## config.mk

```make
export PLATFORM = sky130hd
export DESIGN_NAME = hwf_sv_sequencer_flat
export DESIGN_NICKNAME = d
export VERILOG_FILES = /design/src/rtl/hwf_sv_sequencer_pkg.sv /design/src/rtl/hwf_sv_sequencer_if.sv /design/src/rtl/hwf_mac.sv /design/src/rtl/hwf_sv_sequencer.sv /design/src/flat_wrapper.sv
export SDC_FILE = /design/constraint.sdc
export NUM_CORES = 1
export LEC_CHECK = 0
export ABC_CLOCK_PERIOD_IN_PS = 9800
export CAP_MARGIN = 20
export CORE_MARGIN = 5
export CORE_UTILIZATION = 50
export CTS_CLUSTER_SIZE = 8
export DETAILED_ROUTE_END_ITERATION = 12
export PLACE_DENSITY = 0.74
export SLEW_MARGIN = 20
export SYNTH_ARGS = -nofsm -noshare
export SYNTH_HDL_FRONTEND = slang
export SYNTH_HIERARCHICAL = 1
export SYNTH_SLANG_ARGS = --single-unit
```

## constraint.sdc

```tcl
create_clock -name clk -period 9.8 [get_ports clk]
set_clock_uncertainty 0.15 [all_clocks]
set_input_delay 0.98 -clock clk [delete_from_list [all_inputs] [get_ports clk]]
set_output_delay 0.98 -clock clk [all_outputs]
set_load 0.1 [all_outputs]
```

## src/rtl/hwf_sv_sequencer_pkg.sv

```systemverilog
// Shared definitions for the HWF support-vector sequencer: default sizes and
// FSM state encoding.
package hwf_sv_sequencer_pkg;

   localparam int XLEN_PIXEL_D    = 8;
   localparam int NUM_OF_PIXELS_D = 4;
   localparam int ITERATOR_D      = 8;
   localparam int NUM_SV_D        = 16;
   localparam int ACC_W_D         = 24;

   typedef logic [2:0] state_t;

   localparam state_t ST_IDLE  = 3'd0;
   localparam state_t ST_LOAD  = 3'd1;
   localparam state_t ST_DRAIN = 3'd2;
   localparam state_t ST_ITER  = 3'd3;
   localparam state_t ST_ACC   = 3'd4;
   localparam state_t ST_DONE  = 3'd5;

   // Cycles spent on one support vector: pixel loads, drain, iterations, accumulate.
   function automatic int cycles_per_sv(input int npix, input int iter);
      return npix + 1 + iter + 1;
   endfunction

endpackage

```

## src/rtl/hwf_sv_sequencer_if.sv

```systemverilog
// Bundle of cascade-control, memory and kernel signals around the sequencer.
// The sequencer takes the master side; the stage/kernel environment the slave side.
interface hwf_sv_sequencer_if
   import hwf_sv_sequencer_pkg::*;
#(
   parameter int XLEN_PIXEL    = XLEN_PIXEL_D,
   parameter int NUM_OF_PIXELS = NUM_OF_PIXELS_D,
   parameter int ITERATOR      = ITERATOR_D,
   parameter int NUM_SV        = NUM_SV_D,
   parameter int ACC_W         = ACC_W_D
);
   localparam int SV_ADDR_W  = $clog2(NUM_SV * NUM_OF_PIXELS);
   localparam int PIX_W      = $clog2(NUM_OF_PIXELS);
   localparam int SV_W       = $clog2(NUM_SV);
   localparam int ITER_W     = $clog2(ITERATOR);

   logic                         start;
   logic                         stall_MEM;
   logic                         busy;
   logic                         done;
   logic signed [ACC_W-1:0]      score;
   logic                         decision;
   logic                         sv_rd_en;
   logic [SV_ADDR_W-1:0]         sv_addr;
   logic [PIX_W-1:0]             pix_addr;
   logic [SV_W-1:0]              sv_idx;
   logic                         k_clr;
   logic                         k_pix_vld;
   logic                         k_iter_en;
   logic [ITER_W-1:0]            k_iter_idx;
   logic [XLEN_PIXEL-1:0]        k_result;
   logic signed [XLEN_PIXEL-1:0] alpha_y;
   logic signed [ACC_W-1:0]      bias;

   modport master (
      input  start, stall_MEM, k_result, alpha_y, bias,
      output busy, done, score, decision, sv_rd_en, sv_addr, pix_addr, sv_idx,
             k_clr, k_pix_vld, k_iter_en, k_iter_idx
   );

   modport slave (
      output start, stall_MEM, k_result, alpha_y, bias,
      input  busy, done, score, decision, sv_rd_en, sv_addr, pix_addr, sv_idx,
             k_clr, k_pix_vld, k_iter_en, k_iter_idx
   );

endinterface

```

## src/rtl/hwf_mac.sv

```systemverilog
// Signed multiply-accumulate: acc += alpha_y * zext(k_result), wrapping modulo 2^ACC_W.
// sum presents the value the accumulator takes on the next enabled cycle.
module hwf_mac #(
   parameter int XLEN_PIXEL = 8,
   parameter int ACC_W      = 24
) (
   input  logic                         clk,
   input  logic                         rst_n,
   input  logic                         load,
   input  logic signed [ACC_W-1:0]      load_val,
   input  logic                         en,
   input  logic [XLEN_PIXEL-1:0]        k_result,
   input  logic signed [XLEN_PIXEL-1:0] alpha_y,
   output logic signed [ACC_W-1:0]      sum
);
   localparam int PROD_W = 2 * XLEN_PIXEL + 1;

   function automatic logic signed [ACC_W-1:0] sext_prod(input logic signed [PROD_W-1:0] p);
      return {{(ACC_W - PROD_W){p[PROD_W-1]}}, p};
   endfunction

   logic signed [PROD_W-1:0] a_ext_p0;
   logic signed [PROD_W-1:0] k_ext_p0;
   logic signed [PROD_W-1:0] prod_p0;
   logic signed [ACC_W-1:0]  acc_p1;

   // Stage 0: kernel output is a magnitude, so it is zero-extended before the signed multiply
   assign a_ext_p0 = {{(PROD_W - XLEN_PIXEL){alpha_y[XLEN_PIXEL-1]}}, alpha_y};
   assign k_ext_p0 = {{(PROD_W - XLEN_PIXEL){1'b0}}, k_result};
   assign prod_p0  = a_ext_p0 * k_ext_p0;
   assign sum      = acc_p1 + sext_prod(prod_p0);

   // Stage 1: accumulator register
   always_ff @(posedge clk or negedge rst_n) begin
      if (!rst_n) begin
         acc_p1 <= '0;
      end else if (load) begin
         acc_p1 <= load_val;
      end else if (en) begin
         acc_p1 <= sum;
      end
   end

endmodule

```

## src/rtl/hwf_sv_sequencer.sv

```systemverilog
// Walks every support vector of an SVM stage through the HWF kernel and
// accumulates bias + sum(alpha_y * kernel) into a signed decision score.
module hwf_sv_sequencer
   import hwf_sv_sequencer_pkg::*;
#(
   parameter int XLEN_PIXEL    = XLEN_PIXEL_D,
   parameter int NUM_OF_PIXELS = NUM_OF_PIXELS_D,
   parameter int ITERATOR      = ITERATOR_D,
   parameter int NUM_SV        = NUM_SV_D,
   parameter int ACC_W         = ACC_W_D
) (
   input  logic                 clk,
   input  logic                 rst_n,
   hwf_sv_sequencer_if.master   bus
);
   localparam int SV_ADDR_W = $clog2(NUM_SV * NUM_OF_PIXELS);
   localparam int PIX_W     = $clog2(NUM_OF_PIXELS);
   localparam int SV_W      = $clog2(NUM_SV);
   localparam int ITER_W    = $clog2(ITERATOR);

   localparam logic [PIX_W-1:0]  PIX_LAST  = PIX_W'(NUM_OF_PIXELS - 1);
   localparam logic [SV_W-1:0]   SV_LAST   = SV_W'(NUM_SV - 1);
   localparam logic [ITER_W-1:0] ITER_LAST = ITER_W'(ITERATOR - 1);

   state_t                  state_q;
   logic [SV_W-1:0]         sv_cnt_q;
   logic [PIX_W-1:0]        pix_cnt_q;
   logic [ITER_W-1:0]       iter_cnt_q;
   logic                    vld_p1;
   logic signed [ACC_W-1:0] score_q;
   logic                    decision_q;
   logic                    run_en;
   logic                    mac_load;
   logic                    mac_en;
   logic signed [ACC_W-1:0] acc_nxt;

   // A memory stall freezes every register and masks all strobes
   assign run_en   = !bus.stall_MEM;
   assign mac_load = run_en && (state_q == ST_IDLE) && bus.start;
   assign mac_en   = run_en && (state_q == ST_ACC);

   hwf_mac #(
      .XLEN_PIXEL (XLEN_PIXEL),
      .ACC_W      (ACC_W)
   ) u_mac (
      .clk      (clk),
      .rst_n    (rst_n),
      .load     (mac_load),
      .load_val (bus.bias),
      .en       (mac_en),
      .k_result (bus.k_result),
      .alpha_y  (bus.alpha_y),
      .sum      (acc_nxt)
   );

   assign bus.busy       = (state_q != ST_IDLE);
   assign bus.done       = run_en && (state_q == ST_DONE);
   assign bus.score      = score_q;
   assign bus.decision   = decision_q;
   assign bus.sv_rd_en   = run_en && (state_q == ST_LOAD);
   assign bus.sv_addr    = SV_ADDR_W'(sv_cnt_q * NUM_OF_PIXELS + pix_cnt_q);
   assign bus.pix_addr   = pix_cnt_q;
   assign bus.sv_idx     = sv_cnt_q;
   assign bus.k_clr      = run_en && (state_q == ST_LOAD) && (pix_cnt_q == '0);
   assign bus.k_pix_vld  = run_en && vld_p1;
   assign bus.k_iter_en  = run_en && (state_q == ST_ITER);
   assign bus.k_iter_idx = iter_cnt_q;

   // Stage 1: vld_p1 tracks the one-cycle memory read latency behind sv_rd_en
   always_ff @(posedge clk or negedge rst_n) begin
      if (!rst_n) begin
         state_q    <= ST_IDLE;
         sv_cnt_q   <= '0;
         pix_cnt_q  <= '0;
         iter_cnt_q <= '0;
         vld_p1     <= 1'b0;
         score_q    <= '0;
         decision_q <= 1'b0;
      end else if (run_en) begin
         vld_p1 <= (state_q == ST_LOAD);
         case (state_q)
            ST_IDLE: begin
               if (bus.start) begin
                  state_q    <= ST_LOAD;
                  sv_cnt_q   <= '0;
                  pix_cnt_q  <= '0;
                  iter_cnt_q <= '0;
               end
            end
            ST_LOAD: begin
               if (pix_cnt_q == PIX_LAST) begin
                  pix_cnt_q <= '0;
                  state_q   <= ST_DRAIN;
               end else begin
                  pix_cnt_q <= pix_cnt_q + 1'b1;
               end
            end
            ST_DRAIN: state_q <= ST_ITER;
            ST_ITER: begin
               if (iter_cnt_q == ITER_LAST) begin
                  iter_cnt_q <= '0;
                  state_q    <= ST_ACC;
               end else begin
                  iter_cnt_q <= iter_cnt_q + 1'b1;
               end
            end
            ST_ACC: begin
               // The final score is captured on entry to DONE so it is stable while done is high
               if (sv_cnt_q == SV_LAST) begin
                  sv_cnt_q   <= '0;
                  state_q    <= ST_DONE;
                  score_q    <= acc_nxt;
                  decision_q <= ~acc_nxt[ACC_W-1];
               end else begin
                  sv_cnt_q <= sv_cnt_q + 1'b1;
                  state_q  <= ST_LOAD;
               end
            end
            ST_DONE: state_q <= ST_IDLE;
            default: state_q <= ST_IDLE;
         endcase
      end
   end

endmodule

```

## src/flat_wrapper.sv

```systemverilog
// flat-port wrapper written by rule: the top's interface ports become plain ports
module hwf_sv_sequencer_flat import hwf_sv_sequencer_pkg::*;
#(
   parameter int XLEN_PIXEL    = XLEN_PIXEL_D,
   parameter int NUM_OF_PIXELS = NUM_OF_PIXELS_D,
   parameter int ITERATOR      = ITERATOR_D,
   parameter int NUM_SV        = NUM_SV_D,
   parameter int ACC_W         = ACC_W_D
)
  (clk, rst_n, bus_start, bus_stall_MEM, bus_k_result, bus_alpha_y, bus_bias, bus_busy, bus_done, bus_score, bus_decision, bus_sv_rd_en, bus_sv_addr, bus_pix_addr, bus_sv_idx, bus_k_clr, bus_k_pix_vld, bus_k_iter_en, bus_k_iter_idx);
  hwf_sv_sequencer_if #(.XLEN_PIXEL(XLEN_PIXEL), .NUM_OF_PIXELS(NUM_OF_PIXELS), .ITERATOR(ITERATOR), .NUM_SV(NUM_SV), .ACC_W(ACC_W)) bus_i ();
  input  logic clk;
  input  logic rst_n;
  input wire logic [$bits(bus_i.start)-1:0] bus_start;
  input wire logic [$bits(bus_i.stall_MEM)-1:0] bus_stall_MEM;
  input wire logic [$bits(bus_i.k_result)-1:0] bus_k_result;
  input wire logic [$bits(bus_i.alpha_y)-1:0] bus_alpha_y;
  input wire logic [$bits(bus_i.bias)-1:0] bus_bias;
  output wire logic [$bits(bus_i.busy)-1:0] bus_busy;
  output wire logic [$bits(bus_i.done)-1:0] bus_done;
  output wire logic [$bits(bus_i.score)-1:0] bus_score;
  output wire logic [$bits(bus_i.decision)-1:0] bus_decision;
  output wire logic [$bits(bus_i.sv_rd_en)-1:0] bus_sv_rd_en;
  output wire logic [$bits(bus_i.sv_addr)-1:0] bus_sv_addr;
  output wire logic [$bits(bus_i.pix_addr)-1:0] bus_pix_addr;
  output wire logic [$bits(bus_i.sv_idx)-1:0] bus_sv_idx;
  output wire logic [$bits(bus_i.k_clr)-1:0] bus_k_clr;
  output wire logic [$bits(bus_i.k_pix_vld)-1:0] bus_k_pix_vld;
  output wire logic [$bits(bus_i.k_iter_en)-1:0] bus_k_iter_en;
  output wire logic [$bits(bus_i.k_iter_idx)-1:0] bus_k_iter_idx;
  assign bus_i.start = bus_start;
  assign bus_i.stall_MEM = bus_stall_MEM;
  assign bus_i.k_result = bus_k_result;
  assign bus_i.alpha_y = bus_alpha_y;
  assign bus_i.bias = bus_bias;
  assign bus_busy = bus_i.busy;
  assign bus_done = bus_i.done;
  assign bus_score = bus_i.score;
  assign bus_decision = bus_i.decision;
  assign bus_sv_rd_en = bus_i.sv_rd_en;
  assign bus_sv_addr = bus_i.sv_addr;
  assign bus_pix_addr = bus_i.pix_addr;
  assign bus_sv_idx = bus_i.sv_idx;
  assign bus_k_clr = bus_i.k_clr;
  assign bus_k_pix_vld = bus_i.k_pix_vld;
  assign bus_k_iter_en = bus_i.k_iter_en;
  assign bus_k_iter_idx = bus_i.k_iter_idx;
  hwf_sv_sequencer #(.XLEN_PIXEL(XLEN_PIXEL), .NUM_OF_PIXELS(NUM_OF_PIXELS), .ITERATOR(ITERATOR), .NUM_SV(NUM_SV), .ACC_W(ACC_W)) u_core (.clk(clk), .rst_n(rst_n), .bus(bus_i));
endmodule
```

==> out/metrics.cfg <==
[outcome]
status = finished clean

[pwr]
clkPwrFrac_pct = 12.3
comb_power_share_pct = 72.2
p_switching_mw = 1.26
p_int_mw = 1.13
p_leak_nw = 3.75
peakVddDrop_uv = 248
power_frac_seq_pct = 15.5
p_per_area_mw_per_mm2 = 307
switching_share_pct = 52.6

[floorplan]
die_area_mm2 = 0.0155
initial_core_util_pct = 51.6
rows = 41
fp.dieW_um = 125
ioPinCount = 90
die_h_um = 125
core_area_mm2 = 0.0127

[grt]
antenna_found_initial = 0
grt_first_pass_wirelength_mm = 28.3
overflow = 0
grt_max_degree = 63
grt_pass1_vias = 5496
grtUsageTotal_pct = 22.2

[critical_path]
worst-path-max-fanout = 11
crit_path_frequent_cell = fa_1
crit_type = in -> reg
critPathSlowestCell = clkdlybuf4s50_1
startpoint_type = primary input
worstPathRequired_ns = 9.86
worstPathArrival_ns = 6.80
end_kind = flop
crit_chain = clkdlybuf4s50_1 > clkinv_1 > fa_1 > inv_1 > fa_1 > fa_1 > fa_1 > fa_1 > ha_1 > a21o_1 > a31o_4 > o21ai_4 > nand2_1 > a2111oi_2 > nor2_1 > mux2_4
crit_family = adder cells
cp_slowest_stage_delay_ns = 0.79
crit_buf_inv = 3

[cts]
cts_buffers = 9
clk_pin_slew_ns = 0.06
cts_tree = built
root_buffer = clkbuf_16
cts_setup_buffers = 0
hold_buffers = 0
cts_resized = 0
cts_sinks = 62
cts_max_path_buffers = 2
clk_latency_ns = 0.33
htree_levels = 3

[job]
maxCapViolations = 0

[finish]
drive_gt1_share_pct = 8.05
fillers = 1161
register_area_mm2 = 0.00155
diodes = 0
utilization_pct = 61.1
multi_input_area_mm2 = 0.00452
fin_nets = 917
area_growth_pct = 18.5

[placed_design]
port_buffers = 89
place_hpwl_mm = 13.4
pre_cts_slack_ns = 2.69
gp_congestion = 0.892

[logic_synthesis]
yosysTopAreaCellShare_pct = 23.6
synth.largest_area_cell = dfrtp_1
synth_warnings = 6
synth_fa_ha_area_share_pct = 31.3
synthCells = 668
muxShareOfSynthArea_pct = 8.16
syn_nets = 845
synth_top_family_by_area = adder cells
syn_area_mm2 = 0.00656
synthXorXnorAreaFrac_pct = 2.54
yosysSeqAreaShare_pct = 23.6
synth_edf_count = 0
synth-simple-area-share_pct = 14.1
synth_cell_type_count = 70
synth.avg_cell_area_um2 = 9.82
ys_ff_latch = 62
async_reset_ff_share_pct = 100
ys.flop_type = dfrtp_1
synth-compound-area-share_pct = 12.7
synth.area.top_cells = dfrtp_1 24%, fa_1 16%, ha_1 15%

[detailed_routing]
drc_errors = 0
firstDrtPassIters = 5
drt_wl_total_mm = 16.9
vias = 5069
drt_first_iter_violations = 317
wire_per_inst_um = 18.4
ant_nets = 0
routed_via_density = 5.53

[timing]
max_slew_margin_pct = 32.6
timing.fmax_mhz = 148
slew_viol_final = 0
setup_slack_ns = 3.06
setup-violations-final = 0
period_minus_slack_ns = 6.74
fin_tns_setup_ns = 0
period_share_pct = 68.8
rsz0062_at_grt = no
hold_viol = 0
worst_pin_slew_ns = 1.00

[min_path]
min_path_type = reg -> reg

-- metrics by stage --
step	hold WS [ns]	instance area, um2	power (mW)	cells
after floorplan	0.296	6560	1.69	668
after global placement	0.305	7500	2.06	901
after detailed placement	0.320	7500	2.09	901
after CTS	0.333	7770	2.40	917
after global routing	0.367	7770	2.60	917
final	0.329	7770	2.39	917
-- path summary, 6_finish.rpt --
path | from | end | slack (ns) | depth (start not counted)
worst min-delay path | u_core/vld_p1 | u_core/vld_p1 | 0.33 | 1
worst min register to register | u_core/vld_p1 | u_core/vld_p1 | 0.33 | 1
max in group asynchronous | rst_n | u_core/bus.score[21] | 8.28 | 2
min in group asynchronous | rst_n | u_core/bus.k_iter_idx[1] | 0.68 | 2
worst max register to register | u_core/u_mac/acc_p1[6] | u_core/bus.score[17] | 4.61 | 17
worst max-delay path | bus_alpha_y[7] | u_core/bus.score[17] | 3.06 | 16
-- logic make-up (layout without fill, tap and decap cells) --
kind of cell | Yosys count | after routing
and+or+nand+nor | 183 | 183
adders and majority gates | 133 | 133
AOI/OAI and AO/OA | 117 | 117
buffers and inverters | 111 | 188
DFF | 62 | 62
muxes | 43 | 43
xor gates and xnor gates | 19 | 19
-- cells in the mapped netlist, types with 3 or more instances --
| master | n |
|---|---|
| ha_1 | 81 |
| inv_1 | 78 |
| dfrtp_1 | 62 |
| nand2_1 | 59 |
| fa_1 | 52 |
| nor2_1 | 33 |
| and2_1 | 31 |
| o21ai_0 | 28 |
| mux2_4 | 19 |
| a21oi_1 | 18 |
| mux2i_1 | 16 |
| nand3_1 | 16 |
| xnor2_1 | 15 |
| clkbuf_1 | 14 |
| a21o_1 | 12 |
| or3_1 | 9 |
| buf_2 | 8 |
| mux2_2 | 8 |
| nor2b_1 | 7 |
| nor3_1 | 7 |
| a31oi_1 | 6 |
| buf_4 | 6 |
| a22o_1 | 5 |
| and3_1 | 4 |
| nand2b_1 | 4 |
| o21ai_1 | 4 |
| o31ai_1 | 4 |
| xor2_1 | 4 |
| a221o_1 | 3 |
-- power groups by stage --
stage	registers, mW	clock network [mW]	logic, mW
detailed placement	0.374	0	1.72
CTS	0.370	0.301	1.73
global route	0.380	0.313	1.91
finish	0.371	0.293	1.73
floorplan	0.435	0	1.25
global placement	0.372	0	1.68
-- cell type report --
class                   instances  share of cell area, %
repair buffers                 93                   11.8
well taps                     172                   2.77
flip-flops and latches         62                   20.0
multi-input cells             495                   58.1
clock buffers                   9                   2.90
clock inverters                 7                  0.644
inverters                      79                   3.81
-- layout by cell type (no fill, tap or decap), drive strengths merged, types with 20 or more instances in the layout --
cell	count
a21oi	20
and2	31
clkdlybuf4s50	88
dfrtp	62
fa	52
ha	81
inv	79
mux2	27
nand2	59
nor2	34
o21ai	33
-- registers in the layout, indices dropped and copies added, names as in the netlist --
name	count
u_core/bus.k_iter_idx	3
u_core/bus.sv_idx	4
u_core/bus.pix_addr	2
u_core/state_q	3
u_core/bus.decision	1
u_core/bus.score	24
u_core/vld_p1	1
u_core/u_mac/acc_p1	24
-- routing by layer --
metal | track usage, % | up-vias | share of wire (%)
met5 | 0 | - | 0
met4 | 6.58 | 0 | 2.5
met3 | 3.95 | 28 | 4.1
li1 | - | 2414 | -
met1 | 28.3 | 2497 | 44
met2 | 38.5 | 130 | 49
Power figures use the tool's default switching activity.
